<file path="config.mk">
export PLATFORM = sky130hd
export DESIGN_NAME = demux4_dispatch_ctrl_flat
export DESIGN_NICKNAME = d
export VERILOG_FILES = /design/src/rtl/demux4_dispatch_ctrl_if.sv /design/src/rtl/demux4_dispatch_ctrl.sv /design/src/flat_wrapper.sv
export SDC_FILE = /design/constraint.sdc
export NUM_CORES = 1
export LEC_CHECK = 0
export CORE_ASPECT_RATIO = 0.75
export CORE_MARGIN = 1
export CORE_UTILIZATION = 37
export DETAILED_ROUTE_END_ITERATION = 12
export PLACE_DENSITY = 0.77
export SYNTH_ARGS = -nofsm -noshare
export SYNTH_HDL_FRONTEND = slang
export SYNTH_SLANG_ARGS = --single-unit
</file>
<file path="constraint.sdc">
create_clock -name CLK -period 2.1 [get_ports CLK]
set_input_delay 0.42 -clock CLK [delete_from_list [all_inputs] [get_ports CLK]]
set_output_delay 0.42 -clock CLK [all_outputs]
set_load 0.02 [all_outputs]
</file>
<file path="src/rtl/demux4_dispatch_ctrl_if.sv">
// Handshake bundle for demux4_dispatch_ctrl: upstream valid/ready stream, steering config,
// and the four-channel consumer side.
interface demux4_dispatch_ctrl_if #(
  parameter int DW = 8
);
  logic          IN_VALID;
  logic          IN_READY;
  logic [DW-1:0] IN_DATA;
  logic          MODE;
  logic [1:0]    CFG_SEL;
  logic [3:0]    CH_EN;
  logic [3:0]    OUT_VALID;
  logic [3:0]    OUT_READY;
  logic [DW-1:0] OUT_DATA;
  logic [1:0]    SEL;
  logic          BUSY;

  modport master (
    output IN_VALID, IN_DATA, MODE, CFG_SEL, CH_EN, OUT_READY,
    input  IN_READY, OUT_VALID, OUT_DATA, SEL, BUSY
  );

  modport slave (
    input  IN_VALID, IN_DATA, MODE, CFG_SEL, CH_EN, OUT_READY,
    output IN_READY, OUT_VALID, OUT_DATA, SEL, BUSY
  );
endinterface

</file>
<file path="src/rtl/demux4_dispatch_ctrl.sv">
// One-word buffered 1-to-4 dispatcher: round-robin or fixed steering, drives SEL and one-hot valids.
// Optional per-channel saturating delivery counters when DEMUX4_DISPATCH_CNT_EN is defined.
module demux4_dispatch_ctrl #(
  parameter int DW = 8
`ifdef DEMUX4_DISPATCH_CNT_EN
  , parameter int CW = 8
`endif
) (
  input  logic                   CLK,
  input  logic                   RST,
  demux4_dispatch_ctrl_if.slave  bus
`ifdef DEMUX4_DISPATCH_CNT_EN
  , input  logic [1:0]           CNT_IDX
  , output logic [CW-1:0]        CNT_VAL
`endif
);

  typedef enum logic [0:0] {
    EMPTY = 1'b0,
    FULL  = 1'b1
  } state_t;

  state_t        state_r;
  state_t        state_s;
  logic [1:0]    ptr_r;
  logic [1:0]    sel_r;
  logic [DW-1:0] data_r;

  logic [1:0]    tgt_s;
  logic          notarget_s;
  logic          drain_s;
  logic          in_ready_s;
  logic          capture_s;
  logic [3:0]    out_valid_s;
  logic          busy_s;

  // Scan from the highest offset down so the lowest enabled offset from ptr wins.
  function automatic logic [1:0] rr_pick(input logic [1:0] ptr, input logic [3:0] en);
    logic [1:0] idx;
    logic [1:0] pick;
    pick = ptr;
    for (int k = 3; k >= 0; k--) begin
      idx = ptr + 2'(k);
      if (en[idx]) begin
        pick = idx;
      end
    end
    return pick;
  endfunction

  // Target channel selection and handshake qualifiers.
  always_comb begin
    tgt_s      = 2'd0;
    notarget_s = 1'b0;
    if (bus.MODE) begin
      tgt_s      = bus.CFG_SEL;
      notarget_s = 1'b0;
    end else begin
      tgt_s      = rr_pick(ptr_r, bus.CH_EN);
      notarget_s = (bus.CH_EN == 4'b0000);
    end
    drain_s    = (state_r == FULL) && bus.OUT_READY[sel_r];
    in_ready_s = !RST && !notarget_s && ((state_r == EMPTY) || drain_s);
    capture_s  = bus.IN_VALID && in_ready_s;
  end

  // State register.
  always_ff @(posedge CLK) begin
    if (RST) begin
      state_r <= EMPTY;
    end else begin
      state_r <= state_s;
    end
  end

  // Next-state logic; a drain with a simultaneous capture stays FULL.
  always_comb begin
    state_s = state_r;
    case (state_r)
      EMPTY:   state_s = capture_s ? FULL : EMPTY;
      FULL:    state_s = (drain_s && !capture_s) ? EMPTY : FULL;
      default: state_s = EMPTY;
    endcase
  end

  // Output decode from registered state only.
  always_comb begin
    busy_s      = (state_r == FULL);
    out_valid_s = 4'b0000;
    if (busy_s) begin
      out_valid_s = 4'b0001 << sel_r;
    end else begin
      out_valid_s = 4'b0000;
    end
  end

  // Held word, its channel, and the round-robin pointer (fixed mode leaves the pointer alone).
  always_ff @(posedge CLK) begin
    if (RST) begin
      data_r <= {DW{1'b0}};
      sel_r  <= 2'd0;
      ptr_r  <= 2'd0;
    end else if (capture_s) begin
      data_r <= bus.IN_DATA;
      sel_r  <= tgt_s;
      if (!bus.MODE) begin
        ptr_r <= tgt_s + 2'd1;
      end
    end
  end

  assign bus.IN_READY  = in_ready_s;
  assign bus.OUT_VALID = out_valid_s;
  assign bus.OUT_DATA  = data_r;
  assign bus.SEL       = sel_r;
  assign bus.BUSY      = busy_s;

`ifdef DEMUX4_DISPATCH_CNT_EN
  logic [CW-1:0] cnt_r [4];

  // Per-channel delivery counters, saturating at all-ones.
  always_ff @(posedge CLK) begin
    if (RST) begin
      for (int i = 0; i < 4; i++) begin
        cnt_r[i] <= {CW{1'b0}};
      end
    end else if (drain_s && (cnt_r[sel_r] != {CW{1'b1}})) begin
      cnt_r[sel_r] <= cnt_r[sel_r] + CW'(1);
    end
  end

  assign CNT_VAL = cnt_r[CNT_IDX];
`endif

endmodule

</file>
<file path="src/flat_wrapper.sv">
// flat-port wrapper written by rule: the top's interface ports become plain ports
module demux4_dispatch_ctrl_flat 
#(
  parameter int DW = 8

)
  (CLK, RST, bus_IN_VALID, bus_IN_DATA, bus_MODE, bus_CFG_SEL, bus_CH_EN, bus_OUT_READY, bus_IN_READY, bus_OUT_VALID, bus_OUT_DATA, bus_SEL, bus_BUSY);
  demux4_dispatch_ctrl_if #(.DW(DW)) bus_i ();
  input  logic CLK;
  input  logic RST;
  input wire logic [$bits(bus_i.IN_VALID)-1:0] bus_IN_VALID;
  input wire logic [$bits(bus_i.IN_DATA)-1:0] bus_IN_DATA;
  input wire logic [$bits(bus_i.MODE)-1:0] bus_MODE;
  input wire logic [$bits(bus_i.CFG_SEL)-1:0] bus_CFG_SEL;
  input wire logic [$bits(bus_i.CH_EN)-1:0] bus_CH_EN;
  input wire logic [$bits(bus_i.OUT_READY)-1:0] bus_OUT_READY;
  output wire logic [$bits(bus_i.IN_READY)-1:0] bus_IN_READY;
  output wire logic [$bits(bus_i.OUT_VALID)-1:0] bus_OUT_VALID;
  output wire logic [$bits(bus_i.OUT_DATA)-1:0] bus_OUT_DATA;
  output wire logic [$bits(bus_i.SEL)-1:0] bus_SEL;
  output wire logic [$bits(bus_i.BUSY)-1:0] bus_BUSY;
  assign bus_i.IN_VALID = bus_IN_VALID;
  assign bus_i.IN_DATA = bus_IN_DATA;
  assign bus_i.MODE = bus_MODE;
  assign bus_i.CFG_SEL = bus_CFG_SEL;
  assign bus_i.CH_EN = bus_CH_EN;
  assign bus_i.OUT_READY = bus_OUT_READY;
  assign bus_IN_READY = bus_i.IN_READY;
  assign bus_OUT_VALID = bus_i.OUT_VALID;
  assign bus_OUT_DATA = bus_i.OUT_DATA;
  assign bus_SEL = bus_i.SEL;
  assign bus_BUSY = bus_i.BUSY;
  demux4_dispatch_ctrl #(.DW(DW)) u_core (.CLK(CLK), .RST(RST), .bus(bus_i));
endmodule
</file>
==> run_summary.xml <==
<?xml version="1.0" encoding="UTF-8"?>
<metrics>
  <group name="setup_path">
    <metric name="worst-path-max-fanout" unit="">2</metric>
    <metric name="endpoint_kind" unit="">output pin</metric>
    <metric name="arrival_time_at_the_worst_endpoint" unit="ns">1.65</metric>
    <metric name="worstPathBufferInverterCount" unit="">2</metric>
    <metric name="slowest_stage" unit="">mux4_2</metric>
    <metric name="slowest_delay" unit="ns">0.47</metric>
    <metric name="critPathLaunchType" unit="">input pin</metric>
    <metric name="required" unit="ns">1.68</metric>
    <metric name="cp_cell_sequence" unit="">clkdlybuf4s50_1, mux4_2, nor2b_2, nor3_1, buf_2</metric>
    <metric name="cp_top_family" unit="">buffers and inverters</metric>
    <metric name="path_class" unit="">in -&gt; out</metric>
  </group>
  <group name="cells_and_area">
    <metric name="layout.cells.most_common" unit="">clkdlybuf4s50_1</metric>
    <metric name="finalCoreUtilization" unit="%">68.15</metric>
    <metric name="post-route-cell-area" unit="sq um">1186</metric>
    <metric name="area_growth" unit="%">73.31</metric>
    <metric name="drive_above_1_share" unit="%">18.90</metric>
    <metric name="nNetsFinal" unit="">150</metric>
    <metric name="layout_common_cells" unit="">clkdlybuf4s50_1, buf_4, nor2_1, dfxtp_1, mux2i_1</metric>
    <metric name="number_of_diodes" unit="">0</metric>
  </group>
  <group name="global_route">
    <metric name="wire_length_of_the_first_global_routing_pass" unit="microns">2622</metric>
    <metric name="grt_start_max_net_pins" unit="">14</metric>
    <metric name="grt.overflow.total" unit="">0</metric>
    <metric name="grt_util_all_layers" unit="%">18.21</metric>
    <metric name="first_global_vias" unit="">586</metric>
    <metric name="number_of_antenna_violations_at_the_first_check_in_global_routing" unit="">0</metric>
  </group>
  <group name="run_status">
    <metric name="outcome" unit="">finished, final reports clean</metric>
  </group>
  <group name="clock_network">
    <metric name="tritoncts_num_sinks" unit="">13</metric>
    <metric name="cts_buffer_depth" unit="">2</metric>
    <metric name="h_tree_lvl_count" unit="">1</metric>
    <metric name="clock_latency" unit="ns">0.27</metric>
    <metric name="clk_root_buffer_cell" unit="">clkbuf_4</metric>
    <metric name="clk_pin_slew_worst_paths" unit="ns">0.08</metric>
    <metric name="post_cts_hold_buffer_count" unit="">0</metric>
    <metric name="cts_tree" unit="">built</metric>
    <metric name="cts_buffers" unit="">3</metric>
  </group>
  <group name="synth">
    <metric name="ys.warnings.count" unit="">0</metric>
    <metric name="synth.lib_cells_used.distinct" unit="">29</metric>
    <metric name="synthesis.area_per_instance" unit="sq um">9.125</metric>
    <metric name="ys_seq_area_share" unit="%">38.03</metric>
    <metric name="post_synthesis_register_bit_count" unit="">13</metric>
    <metric name="post_synth_instance_area" unit="sq um">684.4</metric>
    <metric name="mappedNetlistNets" unit="">97</metric>
    <metric name="synth_cells" unit="">75</metric>
  </group>
  <group name="drt">
    <metric name="drc" unit="">0</metric>
    <metric name="route.detailed.vias_per_inst" unit="">4.705</metric>
    <metric name="drt_iter0_drc" unit="">10</metric>
    <metric name="dr_total_vias" unit="">701</metric>
    <metric name="drt.antenna.violating_nets" unit="">0</metric>
    <metric name="drt-total-wl" unit="microns">1600</metric>
    <metric name="avgRoutedWirePerCell" unit="microns">10.74</metric>
    <metric name="drt_pre_antenna_iters" unit="">4</metric>
  </group>
  <group name="place">
    <metric name="dp.final_hpwl" unit="microns">1209</metric>
    <metric name="io_port_bufs" unit="">37</metric>
    <metric name="gpl.final_weighted_congestion" unit="">0.7969</metric>
    <metric name="placed_area" unit="sq um">1137</metric>
  </group>
  <group name="job">
    <metric name="cap_violations" unit="">0</metric>
  </group>
  <group name="timing">
    <metric name="period_share" unit="%">98.79</metric>
    <metric name="setup_viol" unit="">0</metric>
    <metric name="timing.final.max_slew_violations" unit="">0</metric>
    <metric name="tns" unit="ns">0</metric>
    <metric name="worstMarginPinSlew" unit="ns">0.3062</metric>
    <metric name="min_tclk_post_route" unit="ns">2.075</metric>
    <metric name="timing.max_slew.rel_slack" unit="%">79.33</metric>
    <metric name="final_number_of_hold_violating_endpoints" unit="">0</metric>
    <metric name="maxClockFrequency" unit="GHz">0.4820</metric>
    <metric name="clock-skew-final" unit="ns">0.001786</metric>
  </group>
  <group name="floorplan">
    <metric name="floorplan.die.width" unit="microns">51.66</metric>
    <metric name="core_area" unit="sq um">1740</metric>
    <metric name="design.portCount" unit="">38</metric>
    <metric name="initial_core_util" unit="%">39.32</metric>
    <metric name="die_height" unit="microns">39.25</metric>
    <metric name="design.die.area" unit="sq um">2027</metric>
    <metric name="core.rowCount" unit="">13</metric>
  </group>
  <group name="pwr">
    <metric name="vdd.ir_drop.worst" unit="mV">0.3618</metric>
    <metric name="power_density_over_the_cells" unit="nW/um^2">502.2</metric>
    <metric name="leakagePower" unit="uW">0.0005210</metric>
  </group>
  <group name="hold_path">
    <metric name="worst_hold_path_type" unit="">reg -&gt; reg</metric>
  </group>
</metrics>
==> repair_timing <==
action	in CTS	in global routing
setup buffers	1	1
endpoints found under the setup margin	1	1
pin swaps	2	2
resized for setup	11	2
==> synth_stat cells <==
library cell	count	area, sq um
nor3_1	1	5.000
xnor2_1	1	8.760
or2_1	1	6.260
a2111o_1	1	11.26
o21ai_0	1	5.000
buf_12	1	20.02
mux4_2	1	22.52
dfxtp_1	13	260.3
nor2b_1	1	6.260
a211o_1	1	8.760
clkbuf_1	1	3.750
nor4b_1	1	8.760
a211oi_1	1	7.510
mux2i_1	9	90.09
or4_1	1	7.510
nor2_1	14	52.55
a21oi_1	3	15.01
or3_4	1	11.26
a311oi_1	1	8.760
nand2_1	5	18.77
buf_6	1	11.26
nor2b_2	1	8.760
nand2b_1	4	25.02
o21a_1	1	7.510
a21oi_2	1	8.760
o311ai_0	1	8.760
inv_1	4	15.01
o22ai_1	1	6.260
nor3b_1	2	15.01
==> sequential cells by signal, indices dropped and copies added (netlist names) <==
register             flops
u_core.ptr_r             2
u_core.bus.SEL           2
u_core.bus.OUT_DATA      8
u_core.bus.BUSY          1
==> worst min-delay path, cell delays in order, from the launching register on <==
cell,delay (ns)
dfxtp_1,0.33
mux2i_1,0.07
nor2_1,0.07
==> final timing paths <==
| kind | slack [ns] | cells past startpoint | start | end |
|---|---|---|---|---|
| max | 0.03 | 5 | bus_OUT_READY[2] | bus_IN_READY |
| min | 0.50 | 2 | u_core.bus.OUT_DATA[2]$_SDFFE_PP0P_ | u_core.bus.OUT_DATA[2]$_SDFFE_PP0P_ |
| max reg2reg | 0.24 | 7 | u_core.bus.SEL[0]$_SDFFE_PP0P_ | u_core.bus.SEL[1]$_SDFFE_PP0P_ |
| min reg2reg | 0.50 | 2 | u_core.bus.OUT_DATA[2]$_SDFFE_PP0P_ | u_core.bus.OUT_DATA[2]$_SDFFE_PP0P_ |
==> cell families after synthesis <==
family | Yosys count | synth area share, %
buffers and inverters | 7 | 7.311
muxes | 10 | 16.45
DFF | 13 | 38.03
AOI/OAI and AO/OA | 12 | 12.80
and+or+nand+nor | 32 | 24.13
xor gates and xnor gates | 1 | 1.280
==> report_power, final <==
group | internal [uW] | total [uW] | switching (uW)
Sequential | 260 | 269 | 9.22
Combinational | 104 | 177 | 72.7
Clock | 73.4 | 150 | 76.5
Total | 437 | 596 | 158
==> layer usage <==
layer | global-route usage, % | share of wire (%) | vias up
li1 | - | - | 365
met1 | 25.17 | 51 | 313
met2 | 26.95 | 43 | 21
met3 | 3.922 | 4.9 | 2
met4 | 8.108 | 1.0 | 0
met5 | 0 | 0 | -
==> cell type report <==
type / count / area [sq um]
clock buffer: 4 / 26.28
fill: 148 / 554.3
inverter: 4 / 15.01
multi-input combinational: 55 / 385.4
sequential: 13 / 260.3
tap: 22 / 27.53
timing repair buffer: 51 / 471.7
==> through the flow <==
stage	power, uW	std cells	setup WS, ns	hold WS (ns)
floorplan	358.8	75	0.1851	0.4891
global placement	449.1	143	-0.4055	0.4760
detailed placement	452.0	143	-0.4230	0.4880
CTS	606.3	148	0.01201	0.5056
global route	634.8	149	-0.003085	0.5307
finish	595.7	149	0.02539	0.4990
No activity file was read; power rests on OpenSTA's default activity.
